[src/rtl/sched_pkg.sv]
// sched_pkg: shared constants and types for the hazard scheduler.
//   - stall-bus width, per-stage bit indices and the four stall encodings
//   - divide FSM state enum and default divide latency
//   - register-file addressing widths used by the load scoreboard
package sched_pkg;

    localparam int unsigned STALL_W   = 6;
    localparam int unsigned STALL_PC  = 0;
    localparam int unsigned STALL_IF  = 1;
    localparam int unsigned STALL_ID  = 2;
    localparam int unsigned STALL_EX  = 3;
    localparam int unsigned STALL_MEM = 4;
    localparam int unsigned STALL_WB  = 5;

    localparam logic [STALL_W-1:0] STALL_NONE     = 6'b000000;
    localparam logic [STALL_W-1:0] STALL_FROM_ID  = 6'b000111;
    localparam logic [STALL_W-1:0] STALL_FROM_EX  = 6'b001111;
    localparam logic [STALL_W-1:0] STALL_FROM_MEM = 6'b011111;

    localparam int unsigned DIV_LAT_DEFAULT = 32;
    localparam int unsigned DIV_CNT_W       = 6;

    localparam int unsigned REG_AW = 5;
    localparam int unsigned NREGS  = 32;

    typedef enum logic [1:0] {
        IDLE = 2'd0,
        BUSY = 2'd1,
        DONE = 2'd2
    } div_state_e;

endpackage

[src/rtl/sched_scoreboard.sv]
// sched_scoreboard: pending-load bit per architectural register.
//   clk, rst              clock, synchronous active-high reset
//   i_set_en, i_set_addr  issuing load marks its destination pending
//   i_clr_en, i_clr_addr  writeback retires the pending mark
//   i_rd_a_addr / o_rd_a_pend_c, i_rd_b_addr / o_rd_b_pend_c
//                         two combinational read ports
module sched_scoreboard
    import sched_pkg::*;
(
    input  logic              clk,
    input  logic              rst,
    input  logic              i_set_en,
    input  logic [REG_AW-1:0] i_set_addr,
    input  logic              i_clr_en,
    input  logic [REG_AW-1:0] i_clr_addr,
    input  logic [REG_AW-1:0] i_rd_a_addr,
    output logic              o_rd_a_pend_c,
    input  logic [REG_AW-1:0] i_rd_b_addr,
    output logic              o_rd_b_pend_c
);

    logic [NREGS-1:0] r_pend;
    logic [NREGS-1:0] w_pend_nxt;

    // Set is applied after clear so a newer load to the same register wins;
    // $0 is hardwired and can never be pending.
    always_comb begin
        w_pend_nxt = r_pend;
        if (i_clr_en) w_pend_nxt[i_clr_addr] = 1'b0;
        if (i_set_en) w_pend_nxt[i_set_addr] = 1'b1;
        w_pend_nxt[0] = 1'b0;
    end

    always_ff @(posedge clk) begin
        if (rst) r_pend <= '0;
        else     r_pend <= w_pend_nxt;
    end

    assign o_rd_a_pend_c = r_pend[i_rd_a_addr];
    assign o_rd_b_pend_c = r_pend[i_rd_b_addr];

endmodule

[src/rtl/hazard_sched.sv]
// hazard_sched: pipeline hazard scheduler (load-use, multi-cycle divide,
// memory wait) producing the per-stage stall bus and the IF flush.
//   clk, rst                  clock, synchronous active-high reset
//   id_*                      decoded ID-stage instruction attributes
//   wb_we, wb_waddr           register-file writeback port
//   br_taken                  ID resolved a taken branch/jump
//   mem_stallreq              data SRAM not ready
//   stall[5:0]                hold per stage (PC,IF,ID,EX,MEM,WB), combinational
//   id_hold_inst              ID replays its latched instruction word
//   div_busy                  divide in progress
//   flush_if                  squash the IF/ID slot
// Build option: define HAZARD_DIV_SCHED_EN to include the divide FSM and
// counter; otherwise id_div is ignored and div_busy is tied low.
module hazard_sched
    import sched_pkg::*;
#(
    parameter int unsigned DIV_LAT = DIV_LAT_DEFAULT
) (
    input  logic               clk,
    input  logic               rst,
    input  logic               id_valid,
    input  logic [REG_AW-1:0]  id_rs,
    input  logic [REG_AW-1:0]  id_rt,
    input  logic               id_use_rs,
    input  logic               id_use_rt,
    input  logic               id_is_load,
    input  logic [REG_AW-1:0]  id_waddr,
    input  logic               id_div,
    input  logic               wb_we,
    input  logic [REG_AW-1:0]  wb_waddr,
    input  logic               br_taken,
    input  logic               mem_stallreq,
    output logic [STALL_W-1:0] stall,
    output logic               id_hold_inst,
    output logic               div_busy,
    output logic               flush_if
);

    logic w_rs_pend;
    logic w_rt_pend;
    logic w_stallreq_id;
    logic w_stallreq_ex;
    logic w_load_issue;
    logic r_hold;

    // A load only issues when ID actually advances.
    assign w_load_issue = id_valid & id_is_load & (id_waddr != '0) & ~stall[STALL_ID];

    sched_scoreboard u_sb (
        .clk           (clk),
        .rst           (rst),
        .i_set_en      (w_load_issue),
        .i_set_addr    (id_waddr),
        .i_clr_en      (wb_we),
        .i_clr_addr    (wb_waddr),
        .i_rd_a_addr   (id_rs),
        .o_rd_a_pend_c (w_rs_pend),
        .i_rd_b_addr   (id_rt),
        .o_rd_b_pend_c (w_rt_pend)
    );

    // Reads the registered pending bits, so a same-cycle WB does not release it.
    assign w_stallreq_id = id_valid & ((id_use_rs & w_rs_pend) | (id_use_rt & w_rt_pend));

    // Stall bus priority: MEM wait, then divide, then load-use.
    always_comb begin
        stall = STALL_NONE;
        if (mem_stallreq)       stall = STALL_FROM_MEM;
        else if (w_stallreq_ex) stall = STALL_FROM_EX;
        else if (w_stallreq_id) stall = STALL_FROM_ID;
    end

    // ID replays its word after a cycle where it was held but EX moved on.
    always_ff @(posedge clk) begin
        if (rst) r_hold <= 1'b0;
        else     r_hold <= stall[STALL_ID] & ~stall[STALL_EX];
    end
    assign id_hold_inst = r_hold;

    // A branch seen under an ID stall is re-presented by ID when it releases.
    assign flush_if = br_taken & ~stall[STALL_ID];

`ifdef HAZARD_DIV_SCHED_EN
    div_state_e           r_state;
    div_state_e           w_state_nxt;
    logic [DIV_CNT_W-1:0] r_cnt;
    logic [DIV_CNT_W-1:0] w_cnt_nxt;
    logic                 w_div_issue;

    assign w_div_issue = id_valid & id_div & ~stall[STALL_ID];

    // Divide FSM state register.
    always_ff @(posedge clk) begin
        if (rst) begin
            r_state <= IDLE;
            r_cnt   <= '0;
        end else begin
            r_state <= w_state_nxt;
            r_cnt   <= w_cnt_nxt;
        end
    end

    // Divide FSM next state; the counter freezes while MEM is held.
    always_comb begin
        w_state_nxt = r_state;
        w_cnt_nxt   = r_cnt;
        case (r_state)
            IDLE: begin
                if (w_div_issue) begin
                    w_state_nxt = BUSY;
                    w_cnt_nxt   = DIV_CNT_W'(DIV_LAT - 1);
                end
            end
            BUSY: begin
                if (!stall[STALL_MEM]) begin
                    if (r_cnt == '0) w_state_nxt = DONE;
                    else             w_cnt_nxt   = r_cnt - DIV_CNT_W'(1);
                end
            end
            DONE:    w_state_nxt = IDLE;
            default: w_state_nxt = IDLE;
        endcase
    end

    // Divide FSM outputs.
    always_comb begin
        div_busy = 1'b0;
        if (r_state == BUSY) div_busy = 1'b1;
    end

    assign w_stallreq_ex = div_busy;
`else
    logic [DIV_CNT_W:0] w_unused_cfg;

    assign w_unused_cfg  = {id_div, DIV_CNT_W'(DIV_LAT)};
    assign div_busy      = 1'b0;
    assign w_stallreq_ex = 1'b0;
`endif

endmodule

[config.mk]
export PLATFORM = sky130hd
export DESIGN_NAME = hazard_sched
export DESIGN_NICKNAME = d
export VERILOG_FILES = /design/src/rtl/sched_pkg.sv /design/src/rtl/sched_scoreboard.sv /design/src/rtl/hazard_sched.sv
export SDC_FILE = /design/constraint.sdc
export NUM_CORES = 1
export LEC_CHECK = 0
export BUFFER_PORTS_ARGS = -buffer_cell sky130_fd_sc_hd__buf_4
export CAP_MARGIN = 15
export CORE_MARGIN = 5
export CORE_UTILIZATION = 45
export CTS_CLUSTER_SIZE = 25
export DETAILED_ROUTE_END_ITERATION = 6
export PLACE_DENSITY = 0.66
export SKIP_LAST_GASP = 1
export SLEW_MARGIN = 10
export SYNTH_ARGS = -nofsm -noshare
export SYNTH_HDL_FRONTEND = slang
export SYNTH_SLANG_ARGS = --single-unit
[constraint.sdc]
create_clock -name clk -period 2.9 [get_ports clk]
set_input_delay 0.29 -clock clk [delete_from_list [all_inputs] [get_ports clk]]
set_output_delay 0.29 -clock clk [all_outputs]
set_load 0.01 [all_outputs]
== Word level (Yosys, flattened, before mapping) ==
Index checks and enable logic that the tools add are counted.
Storage, ports and cells
  bits in registers: 33
  bits in latches: 0
  RAM bits: 0
  memory bits (read-only): 0
  input port bits: 30
  logic and storage cells: 38
  memories kept: 0
Operators by class
  add/subtract/negate cells: 0
  $mul: 0
  div/mod/pow operators: 0
  $lt $le $gt $ge: 6
  equal/unequal tests: 0
  shifts and indexed selects: 0
  multiplexer cells: 12
  bitwise logic cells: 14
  reduce and logical (&&, ||, !) cells: 3
Operator list (number)
  2-to-1 mux 32 bit: 2
  bitwise AND 32 bit: 1
  inverter 32 bit: 1
  bitwise OR 32 bit: 1
  less-than comparator 5 x 6 -> 1 bit (second input constant): 4
  binary-select mux 1 bit (select 5 bit): 2
  demux 1 bit (select 5 bit): 2
  >= comparator 5 x 1 -> 1 bit (second input constant): 2
  bitwise AND 1 bit: 8
  2-to-1 mux 5 bit: 1
  nonzero test 5 bit: 1
  2-to-1 mux 1 bit: 4
  2-to-1 mux 3 bit: 1
  logical AND 1 bit: 2
  inverter 1 bit: 2
  bitwise OR 1 bit: 1

== Logic depth before layout (Yosys ltp) ==
  word-level depth: 10
  depth in mapped cells: 9
  mapped depth without buffers: 6

== Cells and area by module ==
A second synthesis with hierarchy kept.
Second synthesis, totals
  cell total of the unflattened synthesis: 246
  area, all modules: 1964.4 um^2
By module, submodules not included
  sched_scoreboard: instances 1, cells each 229, area an instance 1826.8 um^2, sequential area each 620.6 um^2
  hazard_sched: instances 1, cells each 17, area an instance 137.6 um^2, sequential area each 20.0 um^2

== Least setup slack after synthesis ==
No wires, ideal clock.
  path kind: input to output
  start point: in id_rs[0]
  end point: out stall[1]
  arrival time: 2060 ps
  required time: 2610 ps
  path slack: 550 ps
  cell stages on the path: 9
  path buffers: 3
  cell sequence: buf_6 mux4_2 mux2i_1 nand3b_1 and3_4 o2bb2ai_4 buf_6 or2_2 buf_4
Between the ends
  word-level cells in the longest chain between the ends: 7
RTL lines
  start: declaration: RTL line hazard_sched.sv:22  | input logic [REG_AW-1:0] id_rs,
  binary-select mux 1 bit (select 5 bit): RTL line sched_scoreboard.sv:39  | assign o_rd_a_pend_c = r_pend[i_rd_a_addr];
  2-to-1 mux 1 bit (not written as such): RTL line sched_scoreboard.sv:39
  bitwise AND 1 bit: RTL line hazard_sched.sv:63  | assign w_stallreq_id = id_valid & ((id_use_rs & w_rs_pend) | (id_use_rt & w_rt_pend));
  bitwise OR 1 bit: RTL line hazard_sched.sv:63
  bitwise AND 1 bit: RTL line hazard_sched.sv:63
  2-to-1 mux 3 bit: RTL line hazard_sched.sv:70  | else if (w_stallreq_id) stall = STALL_FROM_ID;
  2-to-1 mux 5 bit: RTL line hazard_sched.sv:68  | if (mem_stallreq) stall = STALL_FROM_MEM;
  end: declaration: RTL line hazard_sched.sv:33  | output logic [STALL_W-1:0] stall,
No other way between the ends. The select of a mux whose other input is x is not followed.

== Final worst setup path ==
  start point: reg u_sb.r_pend[30]
  end point: out stall[2]
Between the ends
  word-level cells in the longest chain between the ends: 7
RTL lines
  start: declaration: RTL line sched_scoreboard.sv:22  | logic [NREGS-1:0] r_pend;
  start signal: assignment: RTL line sched_scoreboard.sv:36  | else r_pend <= w_pend_nxt;
  binary-select mux 1 bit (select 5 bit) (on tied branches): RTL line sched_scoreboard.sv:39, sched_scoreboard.sv:40
  2-to-1 mux 1 bit (on tied branches): RTL line sched_scoreboard.sv:39, sched_scoreboard.sv:40
  bitwise AND 1 bit: RTL line hazard_sched.sv:63
  bitwise OR 1 bit *: RTL line hazard_sched.sv:63
  bitwise AND 1 bit *: RTL line hazard_sched.sv:63
  2-to-1 mux 3 bit *: RTL line hazard_sched.sv:70
  2-to-1 mux 5 bit *: RTL line hazard_sched.sv:68
Mark *: on every way between the ends. The rest lies on a longest branch, timed or not. The select of a mux whose other input is x is not followed.

==> qor.json <==
{
  "outcome": "completed",
  "placementRows": 25,
  "synth_xor_area_share_pct": 0,
  "floorplan.initialDensity_pct": 47.0,
  "antenna_found_initial": 0,
  "startpoint_type": "register",
  "preCtsSetupSlack_ps": 442,
  "hold_viol": 0,
  "final.setup_skew_ps": 3.53,
  "routabilityCongestion": 0.876,
  "muxShareOfSynthArea_pct": 16.9,
  "numCtsBuffers": 5,
  "largest_voltage_drop_on_the_vdd_net_uv": 204,
  "gr-total-overflow": 0,
  "reg2reg_setup_slack_ps": 670,
  "pwr_density_cell_nw_per_um2": 383,
  "route.detailed.drc": 0,
  "post_cts_resize_count": 0,
  "slew_of_the_pin_with_the_lowest_slew_margin_ps": 694,
  "hold_slack_ps": 223,
  "wire_per_inst_um": 18.5,
  "post_cts.repair.setup_buffers": 0,
  "synthesis.area_um2": 2250,
  "yosys_warnings": 0,
  "syn_inst": 245,
  "timing.critical_path.required_ps": 2610,
  "drv.max_cap_violation_count": 0,
  "antenna_cells": 0,
  "grt_max_degree": 35,
  "synth_area_per_cell_um2": 9.17,
  "synth_top_family_by_area": "simple AND/OR/NAND/NOR gates",
  "synthesized_area_fraction_occupied_by_ao_oa_aoi_and_oai_cells_pct": 20.0,
  "die_area_um2": 6510,
  "antenna_left": 0,
  "maxClockFrequency_ghz": 0.396,
  "worst_setup_path_endpoint": "stall[2]",
  "r2r-start": "u_sb.r_pend[30]$_SDFF_PP0_",
  "critical_path.startpoint": "u_sb.r_pend[30]$_SDFF_PP0_",
  "setup_repair_after_global_routing_missed_its_margin": "false",
  "fin_setup_tns_ps": 0,
  "wire_length_after_detailed_routing_um": 6180,
  "synth_top_cells_by_area": "sky130_fd_sc_hd__dfxtp_1 (29%), sky130_fd_sc_hd__mux4_2 (9.0%), sky130_fd_sc_hd__o41ai_1 (8.2%)",
  "final_period_minus_worst_setup_slack_ps": 2530,
  "io_buffers": 35,
  "synth_seq_cells": 32,
  "post_drt_via_cell_ratio": 6.08,
  "finalNonFillerCells": 335,
  "cts_tree": "done",
  "worstSetupPathType": "register to output port",
  "layout_common_cells": "sky130_fd_sc_hd__buf_4 (36), sky130_fd_sc_hd__dfxtp_1 (32), sky130_fd_sc_hd__nand2_1 (28)",
  "finalMaxSlewViolations": 0,
  "die_w_um": 80.7,
  "final_util_pct": 53.5,
  "clkTransAtPathRegs_ps": 60,
  "layout-drive-gt1-share_pct": 22.8,
  "synthAdderAreaFrac_pct": 0,
  "synth-simple-area-share_pct": 27.7,
  "maxSlewHeadroom_pct": 53.6,
  "worstPathArrival_ps": 2240,
  "htreeDepth": 2,
  "fin_ws_ps": 374,
  "ys_types": 37,
  "drt_first_iter_violations": 115,
  "grt_pass1_vias": 1991,
  "synth_largest_area_cell": "sky130_fd_sc_hd__dfxtp_1",
  "i_o_pin_count": 39,
  "cts_sinks": 32,
  "routed_vias": 2037,
  "clk_path_buf_depth": 2,
  "most_common_cell_after_layout_fill_and_taps_aside": "sky130_fd_sc_hd__buf_4",
  "layout.nets": 298,
  "worstRegToRegCells": 7,
  "worst_setup_path_end_kind": "output port",
  "postCtsHoldBufs": 0,
  "setup_violations": 0,
  "worst_r2r_endpoint": "u_sb.r_pend[29]$_SDFF_PP0_",
  "min_period_over_period_pct": 87.1,
  "grt.total_usage_pct": 20.6,
  "coreArea_um2": 4790,
  "ys_seq_area_share_pct": 28.5,
  "cts_root_buf": "sky130_fd_sc_hd__clkbuf_8",
  "synth_largest_type_area_fraction_pct": 28.5,
  "numPlacedInstances": 328,
  "clk-insertion-delay-late_ps": 280,
  "drt-pass1-iter-count": 4,
  "worstHoldPathCells": 2,
  "area_delta_synth_final_pct": 14.0,
  "critical_path.max_fanout": 15,
  "grt_pass1_wl_um": 10300,
  "leakagePower_nw": 0.922,
  "worst_hold_path_type": "input port to register",
  "die_h_um": 80.7,
  "detailed_place_hpwl_um": 4570
}
==> area by class of cell <==
type / count / area, um^2
multi-input combinational: 190 / 1460
inverter: 3 / 11.3
timing repair buffer: 36 / 270
fill: 459 / 2220
tap: 67 / 83.8
sequential: 32 / 641
clock buffer: 7 / 96.3
==> state kept, by name, summed over array words and instances, names as in the netlist <==
signal	count
u_sb.r_pend	31
id_hold_inst	1
==> synth_stat cells <==
cell type	instances
sky130_fd_sc_hd__o31ai_4	1
sky130_fd_sc_hd__o221ai_1	1
sky130_fd_sc_hd__o2bb2ai_4	1
sky130_fd_sc_hd__buf_2	3
sky130_fd_sc_hd__nor2_1	8
sky130_fd_sc_hd__mux2_2	1
sky130_fd_sc_hd__o41ai_2	2
sky130_fd_sc_hd__or3_1	1
sky130_fd_sc_hd__mux4_1	1
sky130_fd_sc_hd__nor2b_1	20
sky130_fd_sc_hd__or2_2	2
sky130_fd_sc_hd__nand2_1	28
sky130_fd_sc_hd__o31ai_1	8
sky130_fd_sc_hd__clkbuf_1	7
sky130_fd_sc_hd__nor3b_1	6
sky130_fd_sc_hd__buf_4	7
sky130_fd_sc_hd__o41ai_1	21
sky130_fd_sc_hd__and3b_1	2
sky130_fd_sc_hd__and3_1	1
sky130_fd_sc_hd__o21ai_0	17
sky130_fd_sc_hd__or3b_2	1
sky130_fd_sc_hd__buf_6	4
sky130_fd_sc_hd__o2111ai_1	1
sky130_fd_sc_hd__nor3_1	2
sky130_fd_sc_hd__mux4_2	9
sky130_fd_sc_hd__conb_1	1
sky130_fd_sc_hd__nand3b_1	23
sky130_fd_sc_hd__a22oi_1	1
sky130_fd_sc_hd__nand4_1	2
sky130_fd_sc_hd__and3_4	1
sky130_fd_sc_hd__nand4b_1	1
sky130_fd_sc_hd__nand3_1	10
sky130_fd_sc_hd__a21oi_1	1
sky130_fd_sc_hd__mux2i_1	14
sky130_fd_sc_hd__inv_1	3
sky130_fd_sc_hd__dfxtp_1	32
sky130_fd_sc_hd__a311o_1	1
==> per-stage QoR <==
step | power (mW) | instance area [um^2]
6_report | 0.982 | 2560
5_1_grt | 1.02 | 2560
4_1_cts | 0.987 | 2560
3_5_place_dp | 0.622 | 2470
3_3_place_gp | 0.622 | 2470
2_1_floorplan | 0.562 | 2250
==> logic make-up (layout without fill, tap and decap cells) <==
family	after synthesis	in the layout
AOI/OAI and AO/OA	55	55
other	1	2
muxes	25	25
DFF	32	32
buffers and inverters	24	46
and+or+nand+nor	108	108
==> critical path, stage by stage, from the launching register on <==
cell	delay, ps
sky130_fd_sc_hd__dfxtp_1	340
sky130_fd_sc_hd__mux4_2	460
sky130_fd_sc_hd__mux2i_1	220
sky130_fd_sc_hd__nand3_1	150
sky130_fd_sc_hd__o31ai_4	100
sky130_fd_sc_hd__o2bb2ai_4	180
sky130_fd_sc_hd__or2_2	340
sky130_fd_sc_hd__buf_4	150
==> power by group <==
group | switching [mW] | internal [mW]
registers | 0.00148 | 0.441
logic | 0.100 | 0.0703
clock network | 0.158 | 0.211
total | 0.259 | 0.723
==> per-layer routing <==
metal	vias up	part of all wire [%]	GRT usage [%]	routed length [um]
met5	-	0	0	0
met4	0	1.3	5.91	78
met3	7	7.3	3.48	453
met2	78	43	30.7	2680
met1	974	48	30.3	2970
li1	978	-	-	-
==> how the worst min path moves through the flow <==
stage	from	endpoint	slack, ps
finish	mem_stallreq	id_hold_inst$_SDFF_PP0_	220
global route	mem_stallreq	id_hold_inst$_SDFF_PP0_	230
CTS	mem_stallreq	id_hold_inst$_SDFF_PP0_	220
detailed placement	u_sb.r_pend[3]$_SDFF_PP0_	u_sb.r_pend[3]$_SDFF_PP0_	500
global placement	u_sb.r_pend[19]$_SDFF_PP0_	u_sb.r_pend[19]$_SDFF_PP0_	490
floorplan	mem_stallreq	id_hold_inst$_SDFF_PP0_	370
Power figures use the tool's default switching activity.
